[config.mk]
export PLATFORM = sky130hd
export DESIGN_NAME = writeback_queue
export DESIGN_NICKNAME = d
export VERILOG_FILES = /design/src/rtl/writeback_queue_pkg.sv /design/src/rtl/writeback_queue_load_align.sv /design/src/rtl/writeback_queue.sv
export SDC_FILE = /design/constraint.sdc
export NUM_CORES = 1
export LEC_CHECK = 0
export BUFFER_PORTS_ARGS = -buffer_cell sky130_fd_sc_hd__buf_2
export CORE_ASPECT_RATIO = 2
export CORE_MARGIN = 2
export CORE_UTILIZATION = 40
export CTS_CLUSTER_DIAMETER = 100
export CTS_CLUSTER_SIZE = 25
export DETAILED_ROUTE_END_ITERATION = 12
export PLACE_DENSITY_LB_ADDON = 0.12
export RECOVER_POWER = 25
export SETUP_SLACK_MARGIN = 0.4
export SLEW_MARGIN = 20
export SYNTH_ARGS = -nofsm -noshare
export SYNTH_HDL_FRONTEND = slang
export SYNTH_SLANG_ARGS = --single-unit
[constraint.sdc]
create_clock -name wb_clk -period 5.52 [get_ports wb_clk]
set_input_delay 0.552 -clock wb_clk [delete_from_list [all_inputs] [get_ports wb_clk]]
set_output_delay 0.552 -clock wb_clk [all_outputs]
set_load 0.01 [all_outputs]
[src/rtl/writeback_queue_pkg.sv]
// Shared definitions for the writeback queue: opcode layout and load funct3 encodings.
package writeback_queue_pkg;

  localparam int OPCODE_WIDTH = 11;
  localparam int LOAD_WORD    = 1;

  localparam logic [2:0] FUNCT_LB  = 3'b000;
  localparam logic [2:0] FUNCT_LH  = 3'b001;
  localparam logic [2:0] FUNCT_LBU = 3'b100;
  localparam logic [2:0] FUNCT_LHU = 3'b101;

endpackage

[src/rtl/writeback_queue_load_align.sv]
// Combinational load extraction: picks the byte/half addressed by the load offset
// and sign- or zero-extends it according to funct3.
module wb_load_align
  import writeback_queue_pkg::*;
#(
  parameter int DWIDTH      = 32,
  parameter int FUNCT_WIDTH = 3
) (
  input  logic [FUNCT_WIDTH-1:0] funct,
  input  logic [1:0]             addr_lsb,
  input  logic [DWIDTH-1:0]      data_load,
  output logic [DWIDTH-1:0]      data_aligned
);

  logic [7:0]  byte_sel;
  logic [15:0] half_sel;

  assign byte_sel = data_load[{addr_lsb, 3'b000} +: 8];
  assign half_sel = data_load[{addr_lsb[1], 4'b0000} +: 16];

  // Extension select by funct3; unknown encodings pass the full word.
  always_comb begin
    data_aligned = data_load;
    case (funct)
      FUNCT_WIDTH'(FUNCT_LB):  data_aligned = {{(DWIDTH-8){byte_sel[7]}}, byte_sel};
      FUNCT_WIDTH'(FUNCT_LH):  data_aligned = {{(DWIDTH-16){half_sel[15]}}, half_sel};
      FUNCT_WIDTH'(FUNCT_LBU): data_aligned = {{(DWIDTH-8){1'b0}}, byte_sel};
      FUNCT_WIDTH'(FUNCT_LHU): data_aligned = {{(DWIDTH-16){1'b0}}, half_sel};
      default:                 data_aligned = data_load;
    endcase
  end

endmodule

[src/rtl/writeback_queue.sv]
// Writeback FIFO between execute/memory and the register file. Entries are formatted
// at push time so the head drives the register file directly.
module writeback_queue
  import writeback_queue_pkg::*;
#(
  parameter int DWIDTH      = 32,
  parameter int AWIDTH      = 5,
  parameter int PC_WIDTH    = 32,
  parameter int FUNCT_WIDTH = 3,
  parameter int DEPTH       = 2
) (
  input  logic                    wb_clk,
  input  logic                    wb_rst,
  input  logic                    wb_i_valid,
  output logic                    wb_o_ready,
  input  logic [OPCODE_WIDTH-1:0] wb_i_opcode,
  input  logic [FUNCT_WIDTH-1:0]  wb_i_funct,
  input  logic [1:0]              wb_i_addr_lsb,
  input  logic [DWIDTH-1:0]       wb_i_data_load,
  input  logic [DWIDTH-1:0]       wb_i_rd_data,
  input  logic [AWIDTH-1:0]       wb_i_rd_addr,
  input  logic                    wb_i_we_rd,
  input  logic [PC_WIDTH-1:0]     wb_i_pc,
  input  logic                    wb_i_change_pc,
  input  logic                    wb_i_flush,
  output logic                    wb_o_valid,
  input  logic                    wb_i_ready,
  output logic                    wb_o_we_rd,
  output logic [AWIDTH-1:0]       wb_o_rd_addr,
  output logic [DWIDTH-1:0]       wb_o_rd_data,
  output logic [PC_WIDTH-1:0]     wb_o_next_pc,
  output logic                    wb_o_change_pc,
  output logic                    wb_o_flush
);

  localparam int PTR_W = $clog2(DEPTH);

  typedef struct packed {
    logic                we_rd;
    logic [AWIDTH-1:0]   rd_addr;
    logic [DWIDTH-1:0]   rd_data;
    logic [PC_WIDTH-1:0] next_pc;
    logic                change_pc;
  } entry_t;

  entry_t             mem [DEPTH];
  entry_t             new_entry;
  logic [PTR_W-1:0]   wr_ptr;
  logic [PTR_W-1:0]   rd_ptr;
  logic [PTR_W:0]     count;
  logic [DWIDTH-1:0]  load_data;
  logic               full;
  logic               push;
  logic               pop;
  logic               flush_q;

  wb_load_align #(
    .DWIDTH      (DWIDTH),
    .FUNCT_WIDTH (FUNCT_WIDTH)
  ) u_load_align (
    .funct        (wb_i_funct),
    .addr_lsb     (wb_i_addr_lsb),
    .data_load    (wb_i_data_load),
    .data_aligned (load_data)
  );

  assign full       = (count == (PTR_W+1)'(DEPTH));
  assign wb_o_ready = wb_rst && !full && !wb_i_flush;
  assign wb_o_valid = (count != '0);
  assign push       = wb_i_valid && wb_o_ready;
  assign pop        = wb_o_valid && wb_i_ready;

  // Format the incoming entry; x0 never gets a write enable.
  always_comb begin
    new_entry           = '0;
    new_entry.we_rd     = wb_i_we_rd && (wb_i_rd_addr != '0);
    new_entry.rd_addr   = wb_i_rd_addr;
    new_entry.next_pc   = wb_i_pc + PC_WIDTH'(4);
    new_entry.change_pc = wb_i_change_pc;
    if (wb_i_opcode[LOAD_WORD]) begin
      new_entry.rd_data = load_data;
    end else if (wb_i_we_rd) begin
      new_entry.rd_data = wb_i_rd_data;
    end else begin
      new_entry.rd_data = '0;
    end
  end

  // Storage array is intentionally left unreset.
  always_ff @(posedge wb_clk) begin
    if (push) begin
      mem[wr_ptr] <= new_entry;
    end
  end

  // Pointer/count bookkeeping; flush beats push and pop.
  always_ff @(posedge wb_clk or negedge wb_rst) begin
    if (!wb_rst) begin
      wr_ptr  <= '0;
      rd_ptr  <= '0;
      count   <= '0;
      flush_q <= 1'b0;
    end else begin
      flush_q <= wb_i_flush;
      if (wb_i_flush) begin
        wr_ptr <= '0;
        rd_ptr <= '0;
        count  <= '0;
      end else begin
        if (push) begin
          wr_ptr <= wr_ptr + PTR_W'(1);
        end
        if (pop) begin
          rd_ptr <= rd_ptr + PTR_W'(1);
        end
        case ({push, pop})
          2'b10:   count <= count + (PTR_W+1)'(1);
          2'b01:   count <= count - (PTR_W+1)'(1);
          default: count <= count;
        endcase
      end
    end
  end

  assign wb_o_flush = flush_q;

  // Head fields are forced to zero whenever the queue is empty.
  always_comb begin
    wb_o_we_rd     = 1'b0;
    wb_o_rd_addr   = '0;
    wb_o_rd_data   = '0;
    wb_o_next_pc   = '0;
    wb_o_change_pc = 1'b0;
    if (wb_o_valid) begin
      wb_o_we_rd     = mem[rd_ptr].we_rd;
      wb_o_rd_addr   = mem[rd_ptr].rd_addr;
      wb_o_rd_data   = mem[rd_ptr].rd_data;
      wb_o_next_pc   = mem[rd_ptr].next_pc;
      wb_o_change_pc = mem[rd_ptr].change_pc;
    end else begin
      wb_o_we_rd     = 1'b0;
      wb_o_rd_addr   = '0;
    end
  end

endmodule

### After elaboration in Yosys (flattened, before gate mapping)

Memory sizes are Yosys's and may differ from the RTL's.
Index checks and enable logic that the tools add are counted.

* multiply operators: 0
* add/sub/neg operators: 5
* bitwise logic cells: 0
* reduce and logical (&&, ||, !) cells: 13
* muxes and demuxes: 16
* shift-type cells: 2
* divide/modulo/power cells: 0
* magnitude comparators: 0
* equal/unequal tests: 6

Operator list (number)
* two-way mux 32 bit: 4
* one-hot mux 32 bit (4 select lines): 1
* adder 32 x 3 -> 32 bit, second input constant: 1
* variable part select 32 x 6 -> 16 bit: 1
* variable part select 32 x 6 -> 8 bit: 1
* two-way mux 1 bit: 8
* equality test 3 bit, second input constant: 2
* nonzero test 2 bit: 3
* logical AND 1 bit: 5
* two-way mux 5 bit: 1
* nonzero test 5 bit: 1
* equality test 2 bit, second input constant: 2
* one-hot mux 2 bit (2 select lines): 1
* equality test 3 x 1 -> 1 bit, second input constant: 1
* logical NOT 3 bit: 1
* nonzero test 3 bit: 1
* adder 1 bit, second input constant: 2
* adder 2 x 1 -> 2 bit, second input constant: 1
* equality test 2 x 1 -> 1 bit, second input constant: 1
* logical NOT 1 bit: 2
* two-way mux 2 bit: 1
* subtractor 2 x 1 -> 2 bit, second input constant: 1

* latch bits: 0
* logic and storage cells: 47
* bits in registers: 5
* memories: 1
* output and inout bits: 74
* bits of input ports: 124
* bits in writable memories: 142
* bits in read-only memories: 0

Memories
* mem: depth 2, width 71, read ports 1, clocked after memory_dff 0, wr ports 1, RTL line writeback_queue.sv:46 `entry_t mem [DEPTH];`

### Logic depth before layout (Yosys ltp)

* depth after elaboration: 8
* depth in mapped cells: 6
* depth with buffers taken out: 5

### Modules after synthesis

From an unflattened synthesis, not the netlist that was laid out.

* cells, all modules: 570
* area, all modules: 7258.2 um^2

By module, submodules not included
* writeback_queue: times used 1, cells each 452, sequential area each 4389.2 um^2, area an instance 6463.7 um^2
* wb_load_align: times used 1, cells each 118, sequential area each 0.0 um^2, area an instance 794.5 um^2

### Worst setup path after synthesis

OpenSTA, ideal clock, no wires.

* kind: input -> register
* start point: input wb_i_flush
* end point: memory mem[0][0] (netlist bit) (enable)
* path buffers: 0
* path slack: 0.909 ns
* arrival time: 4.110 ns
* stages: 3
* data required time: 5.019 ns
* setup time: 0.501 ns
* cell sequence: nor3b_1 -> nand2_1 -> nor2_1

* cells in the longest elaborated chain, start to end: 5

Ends and longest elaborated chain
* from (decl): RTL line writeback_queue.sv:25 `input logic wb_i_flush,`
* logical NOT 1 bit: RTL line writeback_queue.sv:68 `assign wb_o_ready = wb_rst && !full && !wb_i_flush;`
* logical AND 1 bit: RTL line writeback_queue.sv:68
* logical AND 1 bit: RTL line writeback_queue.sv:70 `assign push = wb_i_valid && wb_o_ready;`
* two-way mux 1 bit: RTL line writeback_queue.sv:91 `if (push) begin`
* two-way mux 1 bit (implied by the code): RTL line writeback_queue.sv:92 `mem[wr_ptr] <= new_entry;`
* to (decl): RTL line writeback_queue.sv:46

Every way passes these cells.

### Worst setup path in the final report

* start point: register count[0]
* end point: output wb_o_next_pc[26]

* cells in the longest elaborated chain, start to end: 2

Ends and longest elaborated chain
* from (decl): RTL line writeback_queue.sv:50 `logic [PTR_W:0] count;`
* from (signal assigned): RTL line writeback_queue.sv:117 `2'b10: count <= count + (PTR_W+1)'(1);`
* from (signal assigned): RTL line writeback_queue.sv:118 `2'b01: count <= count - (PTR_W+1)'(1);`
* from (signal assigned): RTL line writeback_queue.sv:119 `default: count <= count;`
* nonzero test 2 bit: RTL line writeback_queue.sv:69 `assign wb_o_valid = (count != '0);`
* two-way mux 32 bit: RTL line writeback_queue.sv:134 `if (wb_o_valid) begin`
* to (decl): RTL line writeback_queue.sv:31 `output logic [PC_WIDTH-1:0] wb_o_next_pc,`

Every way passes these cells.

==> metrics.cfg <==
[global_route]
total_overflow_reported_by_the_global_router=0
grt_max_degree=72
number_of_global_route_vias_before_repair=5215
grt_pass1_wl_mm=26.9
grt_antenna_before_repair=0
grt_usage_pct=18.8

[critical_path]
cp_cell_sequence=nor2_1, buf_4, nor2_1, buf_2
timing.reg2reg.setup_slack_ps=2940
crit_slowest_cell=sky130_fd_sc_hd__nor2_1
worstPathArrival_ps=3440
worst-endpoint-required_ps=4970
endpoint_kind=output port
cp_slowest_stage_delay_ps=1630
reg2reg_from=count[0]$_DFFE_PN0P_
timing.critical_path.fanout_max=43
cp-startpoint=count[0]$_DFFE_PN0P_
timing.critical_path.from_type=register
cp_common_cell=sky130_fd_sc_hd__nor2_1
setup.worst_path.class=reg2out

[clocking]
cts_buffers=17
cts-root-buf=sky130_fd_sc_hd__clkbuf_16
clockBufferDepth=2
cts_num_sinks=147
clock_transition_time_at_the_flip_flop_clock_pins_of_the_worst_setup_and_hold_paths_ps=60
cts-htree-levels=4
post-cts-setup-buffer-count=0
clock_insertion_delay_worst_skew_ps=420
cts_tree=done

[sta]
tns_ps=0
timing.fmax_mhz=250
timing.clock.skew_ps=6.49
rsz0062_at_grt=false
drv_slew=51
timing.final.setup_violations=0
min_period_over_period_pct=72.4
slew-limit-headroom_pct=-46.5
layout_min_cycle_time_ps=4000
worst_slew_pin_slew_ps=2190
finalHoldViolCount=0
timing.hold.ws_ps=321

[die]
rows=68
floorplan.core_area_mm2=0.0174
die_area_mm2=0.0189
dieHeight_um=192
floorplan.io_pins=198
dieWidth_um=98.2
initial_utilization_pct=40.9

[synthesis]
largest_family_of_logic_cells_by_synthesized_area=simple AND/OR/NAND/NOR gates
synthDistinctLibCells=48
yosysMostFrequentCell=sky130_fd_sc_hd__edfxtp_1
postSynth.asyncResetShare_pct=3.40
post_synth_most_frequent_cells=sky130_fd_sc_hd__edfxtp_1, sky130_fd_sc_hd__nor2_1, sky130_fd_sc_hd__mux2i_1
synth_fp_nets=670
seq_area_frac_synth_pct=61.9
synth_top_area_share_pct=60.1
synth.top_cells.by_area=sky130_fd_sc_hd__edfxtp_1, sky130_fd_sc_hd__mux2i_1, sky130_fd_sc_hd__nor2_1
synth_edf_count=142
syn-instance-count=545
synth-adder-area-share_pct=0.176
synth_area_per_cell_um2=13.0
synthesis.yosys.warnings=0
postSynth.topFlopCell=sky130_fd_sc_hd__edfxtp_1
synth_xor_area_share_pct=3.58
synthDominantAreaCellType=sky130_fd_sc_hd__edfxtp_1
synth_compound_area_share_pct=8.89
synth.area.mux_share_pct=11.1
netlist_area_mm2=0.00710
synth_simple_gate_area_share_pct=12.0
synth.ff_latch_count=147

[routing]
drtAntennaViolNets=0
routed-via-count=5049
post_drt_via_cell_ratio=5.34
top_layer_used=met4
wirelength_mm=17.6
drt_first_iter_violations=146
drtPass1Iterations=4
routed-wl-met2_mm=9.91
detail_route.wl_per_cell_um=18.7
wl_met1_mm=6.03
drc=0
dr_wl_met3_um=927

[layout]
flow.area_growth_from_synthesis_pct=23.8
drive_gt1_share_pct=29.9
antenna-diode-count=0
num-fill-cells=1608
num-nets-final=848

[power]
power_per_cell_area_mw_per_mm2=318
cellLeakagePower_nw=3.31
power.ir.vdd_worst_v=0.000203

[min_path]
worst_hold_path_type=in2reg
hold_path_startpoint=wb_i_pc[1]

[job]
max_cap_viol_count=3

[outcome]
outcome=complete, but fails checks
failing_checks=max-capacitance violations, max-slew violations

[placed_design]
dpl.hpwl_mm=12.8
placer_s_final_routability_congestion_estimate=0.946
portbufs=187

per-stage QoR:
stage	setup slack (ps)	utilization, %	total power [W]	cells	area, um2
after floorplan	909	-	0.00147	545	7100
after global placement	2880	47.2	0.00160	913	8200
after detailed placement	2800	47.2	0.00161	913	8200
after CTS	2440	50.9	0.00282	946	8840
after global routing	1200	50.6	0.00289	946	8780
final	1520	50.6	0.00279	946	8780
report_power, final:
group	internal [W]	total [W]	switching (W)	leakage (nW)
combinational	0.000126	0.000302	0.000176	1.65
sequential	0.00126	0.00128	0.0000145	1.36
clock	0.000760	0.00121	0.000454	0.300
total	0.00215	0.00279	0.000645	3.31
cells by family (layout without fill, tap and decap cells):
family / after synthesis / in the layout
buf+inv: 38 / 229
fa+ha+maj: 1 / 1
simple gates: 169 / 169
xor+xnor: 29 / 29
mux: 76 / 76
flops: 147 / 147
compound gates: 85 / 85
per-layer routing:
metal	track usage [%]	up-vias
met4	11.0	0
met2	35.5	179
met1	17.8	2417
li1	-	2420
met3	4.89	33
met5	0	-
final cells by class:
class | count | area, um2 | share of cell area, %
inverters | 5 | 18.8 | 0.214
repair buffers | 192 | 961 | 10.9
flip-flops and latches | 147 | 4390 | 50.0
multi-input cells | 360 | 2520 | 28.7
clock buffers | 17 | 425 | 4.84
clock inverters | 15 | 204 | 2.32
well taps | 210 | 263 | 2.99
flip-flops by register name, indices dropped and copies added (netlist names):
signal      cells
rd_ptr          1
wr_ptr          1
wb_o_flush      1
count           2
mem           142
cell usage in the layout (no fill, tap or decap), types with 7 or more instances in the layout:
cell / count
sky130_fd_sc_hd__edfxtp_1: 142
sky130_fd_sc_hd__nand4_1: 10
sky130_fd_sc_hd__a32o_1: 7
sky130_fd_sc_hd__buf_2: 175
sky130_fd_sc_hd__o21ai_0: 10
sky130_fd_sc_hd__a221o_1: 15
sky130_fd_sc_hd__nand3_1: 11
sky130_fd_sc_hd__nand2_1: 16
sky130_fd_sc_hd__a22o_1: 7
sky130_fd_sc_hd__clkbuf_1: 12
sky130_fd_sc_hd__xor2_1: 8
sky130_fd_sc_hd__o21bai_1: 7
sky130_fd_sc_hd__clkbuf_16: 17
sky130_fd_sc_hd__nor2b_1: 11
sky130_fd_sc_hd__a22oi_1: 7
sky130_fd_sc_hd__a21oi_1: 19
sky130_fd_sc_hd__mux2i_1: 73
sky130_fd_sc_hd__nor2_1: 87
sky130_fd_sc_hd__or3_1: 8
sky130_fd_sc_hd__a21o_1: 7
sky130_fd_sc_hd__xnor2_1: 21
repair_timing:
item	in CTS	in global routing
resized for setup	0	0
endpoints found under the hold margin	5	0
hold buffers	1	0
endpoints found under the setup margin	0	0
critical path: cells and delay by family (launching register included):
kind | cells | cell delay [ps]
flip-flops | 1 | 430
AND/OR/NAND/NOR | 2 | 1770
buffers and inverters | 2 | 790
final timing paths:
| path | endpoint | depth (start not counted) |
|---|---|---|
| worst max-delay path | wb_o_next_pc[26] | 4 |
| worst min-delay path | mem[1][2]$_DFFE_PP_ | 1 |
| worst max register to register | rd_ptr$_DFFE_PN0P_ | 5 |
| worst min register to register | wr_ptr$_DFFE_PN0P_ | 1 |
| max in group asynchronous | rd_ptr$_DFFE_PN0P_ | 2 |
| min in group asynchronous | wb_o_flush$_DFF_PN0_ | 2 |
(Power assumes the default switching activity.)
